**config.mk**
```make
export PLATFORM = sky130hd
export DESIGN_NAME = matmul_seq_flat
export DESIGN_NICKNAME = d
export VERILOG_FILES = /design/src/rtl/matmul_seq_if.sv /design/src/rtl/matmul_seq.sv /design/src/flat_wrapper.sv
export SDC_FILE = /design/constraint.sdc
export NUM_CORES = 1
export LEC_CHECK = 0
export CORE_MARGIN = 4
export CORE_UTILIZATION = 55
export CTS_CLUSTER_DIAMETER = 150
export CTS_CLUSTER_SIZE = 25
export DETAILED_ROUTE_END_ITERATION = 8
export MAX_ROUTING_LAYER = met4
export PLACE_DENSITY = 0.82
export SYNTH_ARGS = -nofsm -noshare
export SYNTH_HDL_FRONTEND = slang
export SYNTH_SLANG_ARGS = --single-unit
```
**constraint.sdc**
```tcl
create_clock -name Clock -period 6.14 [get_ports Clock]
set_input_delay 1.228 -clock Clock [delete_from_list [all_inputs] [get_ports Clock]]
set_output_delay 1.228 -clock Clock [all_outputs]
set_load 0.03 [all_outputs]
```
**src/rtl/matmul_seq_if.sv**
```systemverilog
// Start/status handshake and single-port RAM bus for the sequential matrix multiplier.
// The master side belongs to matmul_seq; the slave side belongs to whatever drives Start and owns the RAM.
interface matmul_seq_if;
  logic        Start;
  logic        Busy;
  logic        Done;
  logic        MemEnable;
  logic        MemReadWrite;
  logic [7:0]  MemAddr;
  logic [15:0] MemWData;
  logic [15:0] MemRData;

  modport master (
    input  Start, MemRData,
    output Busy, Done, MemEnable, MemReadWrite, MemAddr, MemWData
  );

  modport slave (
    output Start, MemRData,
    input  Busy, Done, MemEnable, MemReadWrite, MemAddr, MemWData
  );
endinterface

```
**src/rtl/matmul_seq.sv**
```systemverilog
// Sequential C = A x B over a shared single-port RAM: one multiply-accumulate
// per three cycles (read A, read B, MAC), then one write per C element.
module matmul_seq #(
  parameter int N      = 4,
  parameter int A_BASE = 0,
  parameter int B_BASE = 16,
  parameter int C_BASE = 32
) (
  input  logic          Clock,
  input  logic          Reset,
  matmul_seq_if.master  bus
);
  localparam int DATA_W = 16;
  localparam int IW     = (N > 1) ? $clog2(N) : 1;
  localparam logic [IW-1:0] LAST = IW'(N - 1);

  typedef enum logic [2:0] {IDLE, RD_A, RD_B, MAC, WR, DONE} state_e;

  state_e              state_q, state_d;
  logic [IW-1:0]       i_q, i_d, j_q, j_d, k_q, k_d;
  logic [DATA_W-1:0]   acc_q, acc_d, areg_q, areg_d;

  // Unsigned multiply-accumulate wrapping modulo 2^DATA_W.
  function automatic logic [DATA_W-1:0] mac_wrap(input logic [DATA_W-1:0] acc,
                                                 input logic [DATA_W-1:0] x,
                                                 input logic [DATA_W-1:0] y);
    return DATA_W'(acc + x * y);
  endfunction

  always_ff @(posedge Clock) begin
    if (Reset) begin
      state_q <= IDLE;
      i_q     <= '0;
      j_q     <= '0;
      k_q     <= '0;
      acc_q   <= '0;
      areg_q  <= '0;
    end else begin
      state_q <= state_d;
      i_q     <= i_d;
      j_q     <= j_d;
      k_q     <= k_d;
      acc_q   <= acc_d;
      areg_q  <= areg_d;
    end
  end

  always_comb begin
    state_d          = state_q;
    i_d              = i_q;
    j_d              = j_q;
    k_d              = k_q;
    acc_d            = acc_q;
    areg_d           = areg_q;
    bus.Busy         = 1'b0;
    bus.Done         = 1'b0;
    bus.MemEnable    = 1'b0;
    bus.MemReadWrite = 1'b1;
    bus.MemAddr      = '0;
    bus.MemWData     = '0;

    unique case (state_q)
      IDLE: begin
        if (bus.Start) begin
          state_d = RD_A;
          i_d     = '0;
          j_d     = '0;
          k_d     = '0;
          acc_d   = '0;
        end
      end
      RD_A: begin
        bus.Busy      = 1'b1;
        bus.MemEnable = 1'b1;
        bus.MemAddr   = 8'(A_BASE + int'(i_q) * N + int'(k_q));
        state_d       = RD_B;
      end
      // A word from the previous cycle's read is on MemRData now.
      RD_B: begin
        bus.Busy      = 1'b1;
        bus.MemEnable = 1'b1;
        bus.MemAddr   = 8'(B_BASE + int'(k_q) * N + int'(j_q));
        areg_d        = bus.MemRData;
        state_d       = MAC;
      end
      MAC: begin
        bus.Busy = 1'b1;
        acc_d    = mac_wrap(acc_q, areg_q, bus.MemRData);
        if (k_q == LAST) begin
          state_d = WR;
        end else begin
          k_d     = k_q + IW'(1);
          state_d = RD_A;
        end
      end
      WR: begin
        bus.Busy         = 1'b1;
        bus.MemEnable    = 1'b1;
        bus.MemReadWrite = 1'b0;
        bus.MemAddr      = 8'(C_BASE + int'(i_q) * N + int'(j_q));
        bus.MemWData     = acc_q;
        k_d              = '0;
        acc_d            = '0;
        if (j_q != LAST) begin
          j_d     = j_q + IW'(1);
          state_d = RD_A;
        end else if (i_q != LAST) begin
          j_d     = '0;
          i_d     = i_q + IW'(1);
          state_d = RD_A;
        end else begin
          state_d = DONE;
        end
      end
      DONE: begin
        bus.Done = 1'b1;
        state_d  = IDLE;
      end
      default: state_d = IDLE;
    endcase
  end
endmodule

```
**src/flat_wrapper.sv**
```systemverilog
// flat-port wrapper written by rule: the top's interface ports become plain ports
module matmul_seq_flat 
#(
  parameter int N      = 4,
  parameter int A_BASE = 0,
  parameter int B_BASE = 16,
  parameter int C_BASE = 32
)
  (Clock, Reset, bus_Start, bus_MemRData, bus_Busy, bus_Done, bus_MemEnable, bus_MemReadWrite, bus_MemAddr, bus_MemWData);
  matmul_seq_if bus_i ();
  input  logic Clock;
  input  logic Reset;
  input wire logic [$bits(bus_i.Start)-1:0] bus_Start;
  input wire logic [$bits(bus_i.MemRData)-1:0] bus_MemRData;
  output wire logic [$bits(bus_i.Busy)-1:0] bus_Busy;
  output wire logic [$bits(bus_i.Done)-1:0] bus_Done;
  output wire logic [$bits(bus_i.MemEnable)-1:0] bus_MemEnable;
  output wire logic [$bits(bus_i.MemReadWrite)-1:0] bus_MemReadWrite;
  output wire logic [$bits(bus_i.MemAddr)-1:0] bus_MemAddr;
  output wire logic [$bits(bus_i.MemWData)-1:0] bus_MemWData;
  assign bus_i.Start = bus_Start;
  assign bus_i.MemRData = bus_MemRData;
  assign bus_Busy = bus_i.Busy;
  assign bus_Done = bus_i.Done;
  assign bus_MemEnable = bus_i.MemEnable;
  assign bus_MemReadWrite = bus_i.MemReadWrite;
  assign bus_MemAddr = bus_i.MemAddr;
  assign bus_MemWData = bus_i.MemWData;
  matmul_seq #(.N(N), .A_BASE(A_BASE), .B_BASE(B_BASE), .C_BASE(C_BASE)) u_core (.Clock(Clock), .Reset(Reset), .bus(bus_i));
endmodule
```
# == After elaboration in Yosys (flattened, before gate mapping) ==
# Index checks and enable logic that the tools add are counted.
# W data, S select, Z words.
# op_classes
addsub,9
multipliers,1
eq_ne,13
muxes,22
reduce_logical,9
# op_table
cell,n
$pmux W16 S3,1
$mux W16,2
$pmux W8 S3,1
$add A16 B16 Y16,1
$add A8 B3 Y8,2
$mul A16 B16 Y16,1
$pmux W3 S5,1
$mux W2,6
$mux W3,4
$ne A2 B2 Y1 const B,5
$pmux W2 S2,2
$add A6 B4 Y7 const A,1
$add A2 B1 Y2 const B,3
$add A5 B4 Y6 const A,1
$eq A3 B2 Y1 const B,2
$eq A3 B3 Y1 const B,2
$pmux W2 S3,1
$reduce_and A3 Y1,2
$add A4 B2 Y5,1
$mux W1,4
$reduce_and A4 Y1,1
$reduce_or A4 Y1,1
$eq A3 B1 Y1 const B,1
$logic_not A3 Y1,1
7 further kinds,7
# word_totals
reg_bits,41
inputBits,19
elab_cells,60

# == Depth between registers and ports, before layout ==
# depth
word_depth,4
depth_mapped,20

# == Worst setup path after synthesis ==
# No wires, ideal clock.
# synth_path
path_type,input port to flip-flop
startpoint,input bus_MemRData[4]
endpoint,register u_core.acc_q[14]
setup_ns,0.117
arrival_ns,5.784
required_time_ns,6.023
slack_ns,0.240
path_stages,18
path_cell_list,clkbuf_1 > and2_1 > fa_1 > inv_1 > fa_1 > fa_1 > fa_1 > inv_1 > fa_1 > inv_1 > fa_1 > inv_1 > ha_1 > nand2_1 > o31ai_1 > o31ai_2 > xnor2_1 > a22o_1
# synth_between
elab_chain_len,3
# synth_lines
element,line,source
start: declaration,flat_wrapper.sv:14,input wire logic [$bits(bus_i.MemRData)-1:0] bus_MemRData;
$mul A16 B16 Y16,matmul_seq.sv:27,return DATA_W'(acc + x * y);
$add A16 B16 Y16,matmul_seq.sv:27,
$pmux W16 S3,matmul_seq.sv:62,unique case (state_q)
end signal: assignment,matmul_seq.sv:36,acc_q <= '0;
end signal: assignment,matmul_seq.sv:43,acc_q <= acc_d;
end: declaration,matmul_seq.sv:21,"logic [DATA_W-1:0] acc_q, acc_d, areg_q, areg_d;"
# No other way between the ends.
# A chain may end at the register's enable or synchronous reset.

# == Worst setup path after layout ==
# Same ends and word-level chain as after synthesis.

==> metrics.txt <==
Switch Pwr=approximately 410 uW; CP arrival=a little over 6 ns; number of synthesized flops with an enable pin=0; Hold Fails Final Rpt=0; largest net degree at the start of global routing=39; first-pass GRT wire length=between 20000 and 30000 um; Core Box Area=roughly 11000 sq um; die area=13070 sq um; CTS max path bufs=2; critical path's slowest cell=fa_1; Crit Reg-Reg Startpoint=u_core.areg_q[4]; max-slew violation count=0; drt wl/cell=approximately 16 um; max incr delay on CP=between 0.5 and 0.6 ns; Max H-tree Level=2; Internal=roughly 640 uW; Initial DRT Pass Iterations=5; clock-pin slew on the worst setup and hold paths=0.07 ns; Post-CTS Hold Buffers=0; ant diodes=0; area share of the largest cell type after synthesis=30.27%; max_cap viols=0; Multi-input gate area=about 4700 sq um; worst path required time=roughly 6.3 ns; Fin Setup TNS=0 ns; post-route antenna net violation count=0; Syn Inst Count=755; CTS tree=yes; Post-route DRC=0; Final min period=about 6 ns; vias per cell=~5.3; final setup vio count=0; Iteration-0 DRC Markers=230; I/O pins=47; register area=820.8 sq um; ys async rst share=0%; clk root buf=clkbuf_16; row cnt=38; Slew @ Worst Pin=1.142 ns; Slew HR=roughly a quarter; GRT Total Usage=between 20 and 30%; most numerous cell in the Yosys netlist=inv_1; Synth Warn #=0; startpoint types=input pin; Die Ht=between 100 and 150 um; Nets=around 980; maximum fanout along the worst path=9; GRT overflow=0; worst skew pair latency=~0.29 ns; peak supply drop=0.0001047 V; switching share of power=between 30% and 40%; Power Density=146.5 nW/um^2; status=finished clean; P_leak=3.450 nW; RSZ-0062 raised after global routing=true; DPL Wire Length=between 10000 and 15000 um; Yosys cell types=46; CP Capture Type=flop; port bufs=44; Crit. Startpoint=bus_MemRData[4]; CP delay by family, top=adder cells; Setup Fix Bufs, Post-CTS=0; top cells by area, synth=fa_1, dfxtp_1, ha_1; total clock sinks=just over 40; Crit path buffers/inverters=5; Comb power frac=a little under half; post-synth top area cell=fa_1; Post-synth top cells=inv_1, nand2_1, fa_1, and2_1, ha_1; cell mode on critical path=fa_1; FF+latch count, synth=about 40; share of layout cells above drive strength 1=9.325%; Mean Syn Cell Area=roughly 8 sq um; sequential power share=roughly 29%; vias in the first global route=~5600; critical path class=in2reg; Post-Route WL=~16000 um; Min-Delay Path Class=reg2reg; Clk pwr share=between 20% and 30%; initial antenna violation count=0; Most used DFF post-synth=dfxtp_1; placed cell area=about 7000 sq um; Max Clock Freq=167.7 MHz; fill count=~900; Num CTS Buffers=5; sequential area share after synthesis=a little over an eighth; crit-path cells=clkbuf_2, and2_1, fa_1, inv_1, fa_1, inv_1, ha_1, fa_1, fa_1, inv_1, fa_1, inv_1, ha_1, or3_4, a211oi_4, o31ai_4, o31ai_2, xnor2_1, a22o_1; post-route cell area=just over 7000 sq um; die extent in x=114.3 um; Initial Util=between 50% and 60%; Via Count=~5100; P&R area growth vs syn=15.42%; RePlAce Congestion=about 0.95; Syn Std Cell Area=just over 6000 sq um; min-delay src=u_core.areg_q[15]; period utilisation layout=~97%; clk_skew=0.004671 ns
-- layout make-up --
| type | count | share of cell area (%) |
|---|---|---|
| tap | 140 | 2.441 |
| timing repair buffer | 86 | 10.18 |
| clock buffer | 6 | 1.796 |
| sequential | 41 | 11.44 |
| clock inverter | 2 | 0.2092 |
| inverter | 163 | 8.527 |
| multi-input combinational | 517 | 65.41 |
-- power groups by stage --
stage / combinational (mW) / clock [mW] / sequential [mW]
after detailed placement: 0.468 / 0 / 0.305
final: 0.476 / 0.274 / 0.301
after floorplan: 0.321 / 0 / 0.290
after global routing: 0.540 / 0.289 / 0.302
after CTS: 0.471 / 0.276 / 0.299
after global placement: 0.437 / 0 / 0.304
-- registers in the layout, indices dropped and copies added, names as in the netlist --
signal	count
u_core.acc_q	16
u_core.areg_q	16
u_core.i_q	2
u_core.j_q	2
u_core.k_q	2
u_core.state_q	3
-- per-stage QoR --
step                      utilization [%]  hold slack, ns  instances  total power, mW  worst slack (ns)
after floorplan                         -          0.4366        756           0.6113            0.2397
after global placement              63.82          0.4445        947           0.7415           -0.4522
after detailed placement            63.82          0.4555        947           0.7734           -0.6223
after CTS                           65.38          0.4652        955            1.046           0.05534
after global routing                65.62          0.4912        955            1.130           0.02027
final                               65.62          0.4642        955            1.051            0.1776
-- cell usage in the layout (no fill, tap or decap), drive strengths merged, types with 2 or more instances in the layout --
| cell | instances |
|---|---|
| fa | 94 |
| conb | 2 |
| buf | 42 |
| nand2b | 4 |
| a21oi | 31 |
| and3 | 4 |
| nor2b | 3 |
| clkinvlp | 2 |
| a21o | 5 |
| o21a | 2 |
| o31ai | 3 |
| a22o | 4 |
| and2 | 57 |
| clkbuf | 12 |
| dlymetal6s2s | 2 |
| ha | 55 |
| or2 | 2 |
| inv | 163 |
| o21ai | 9 |
| a22oi | 15 |
| a32oi | 2 |
| nor2 | 43 |
| dfxtp | 41 |
| xnor2 | 31 |
| xor2 | 8 |
| clkdlybuf4s50 | 36 |
| nor3 | 5 |
| nand2 | 126 |
-- repair_timing --
| action | 4_1_cts | 5_1_grt |
|---|---|---|
| pin swaps | 1 | 3 |
| endpoints found under the setup margin | 6 | 5 |
| resized for setup | 12 | 22 |
-- worst min-delay path: stages, from the launching register on --
cell and delay, ns:
dfxtp_1 0.31, nand2_1 0.05, a21oi_1 0.05
-- path summary, 6_finish.rpt --
kind,end,slack [ns],cells after the start
setup reg to reg,u_core.acc_q[14],0.68,17
hold reg to reg,u_core.areg_q[15],0.46,2
setup / recovery,u_core.acc_q[14],0.18,19
hold / removal,u_core.areg_q[15],0.46,2
-- routing by layer --
metal	track usage [%]	wire, um	vias up	part of all wire (%)
li1	-	-	2375	-
met1	32.86	6410	2531	41
met2	46.14	8171	159	52
met3	3.013	686	43	4.4
met4	8.947	484	0	3.1
met5	-	0	-	0
-- kinds of logic (layout without fill, tap and decap cells) --
| family | count (synthesis) | after routing | synth area share (%) |
|---|---|---|---|
| multiplexers | 1 | 1 | 0.1610 |
| AO/OA/AOI/OAI | 78 | 78 | 8.110 |
| adder cells (fa/ha/maj) | 149 | 149 | 41.34 |
| other | 1 | 2 | 0.06032 |
| flip-flops | 41 | 41 | 13.20 |
| AND/OR/NAND/NOR | 247 | 247 | 18.17 |
| XOR/XNOR | 40 | 40 | 6.339 |
| buffers and inverters | 198 | 257 | 12.62 |
(Power assumes the default switching activity.)
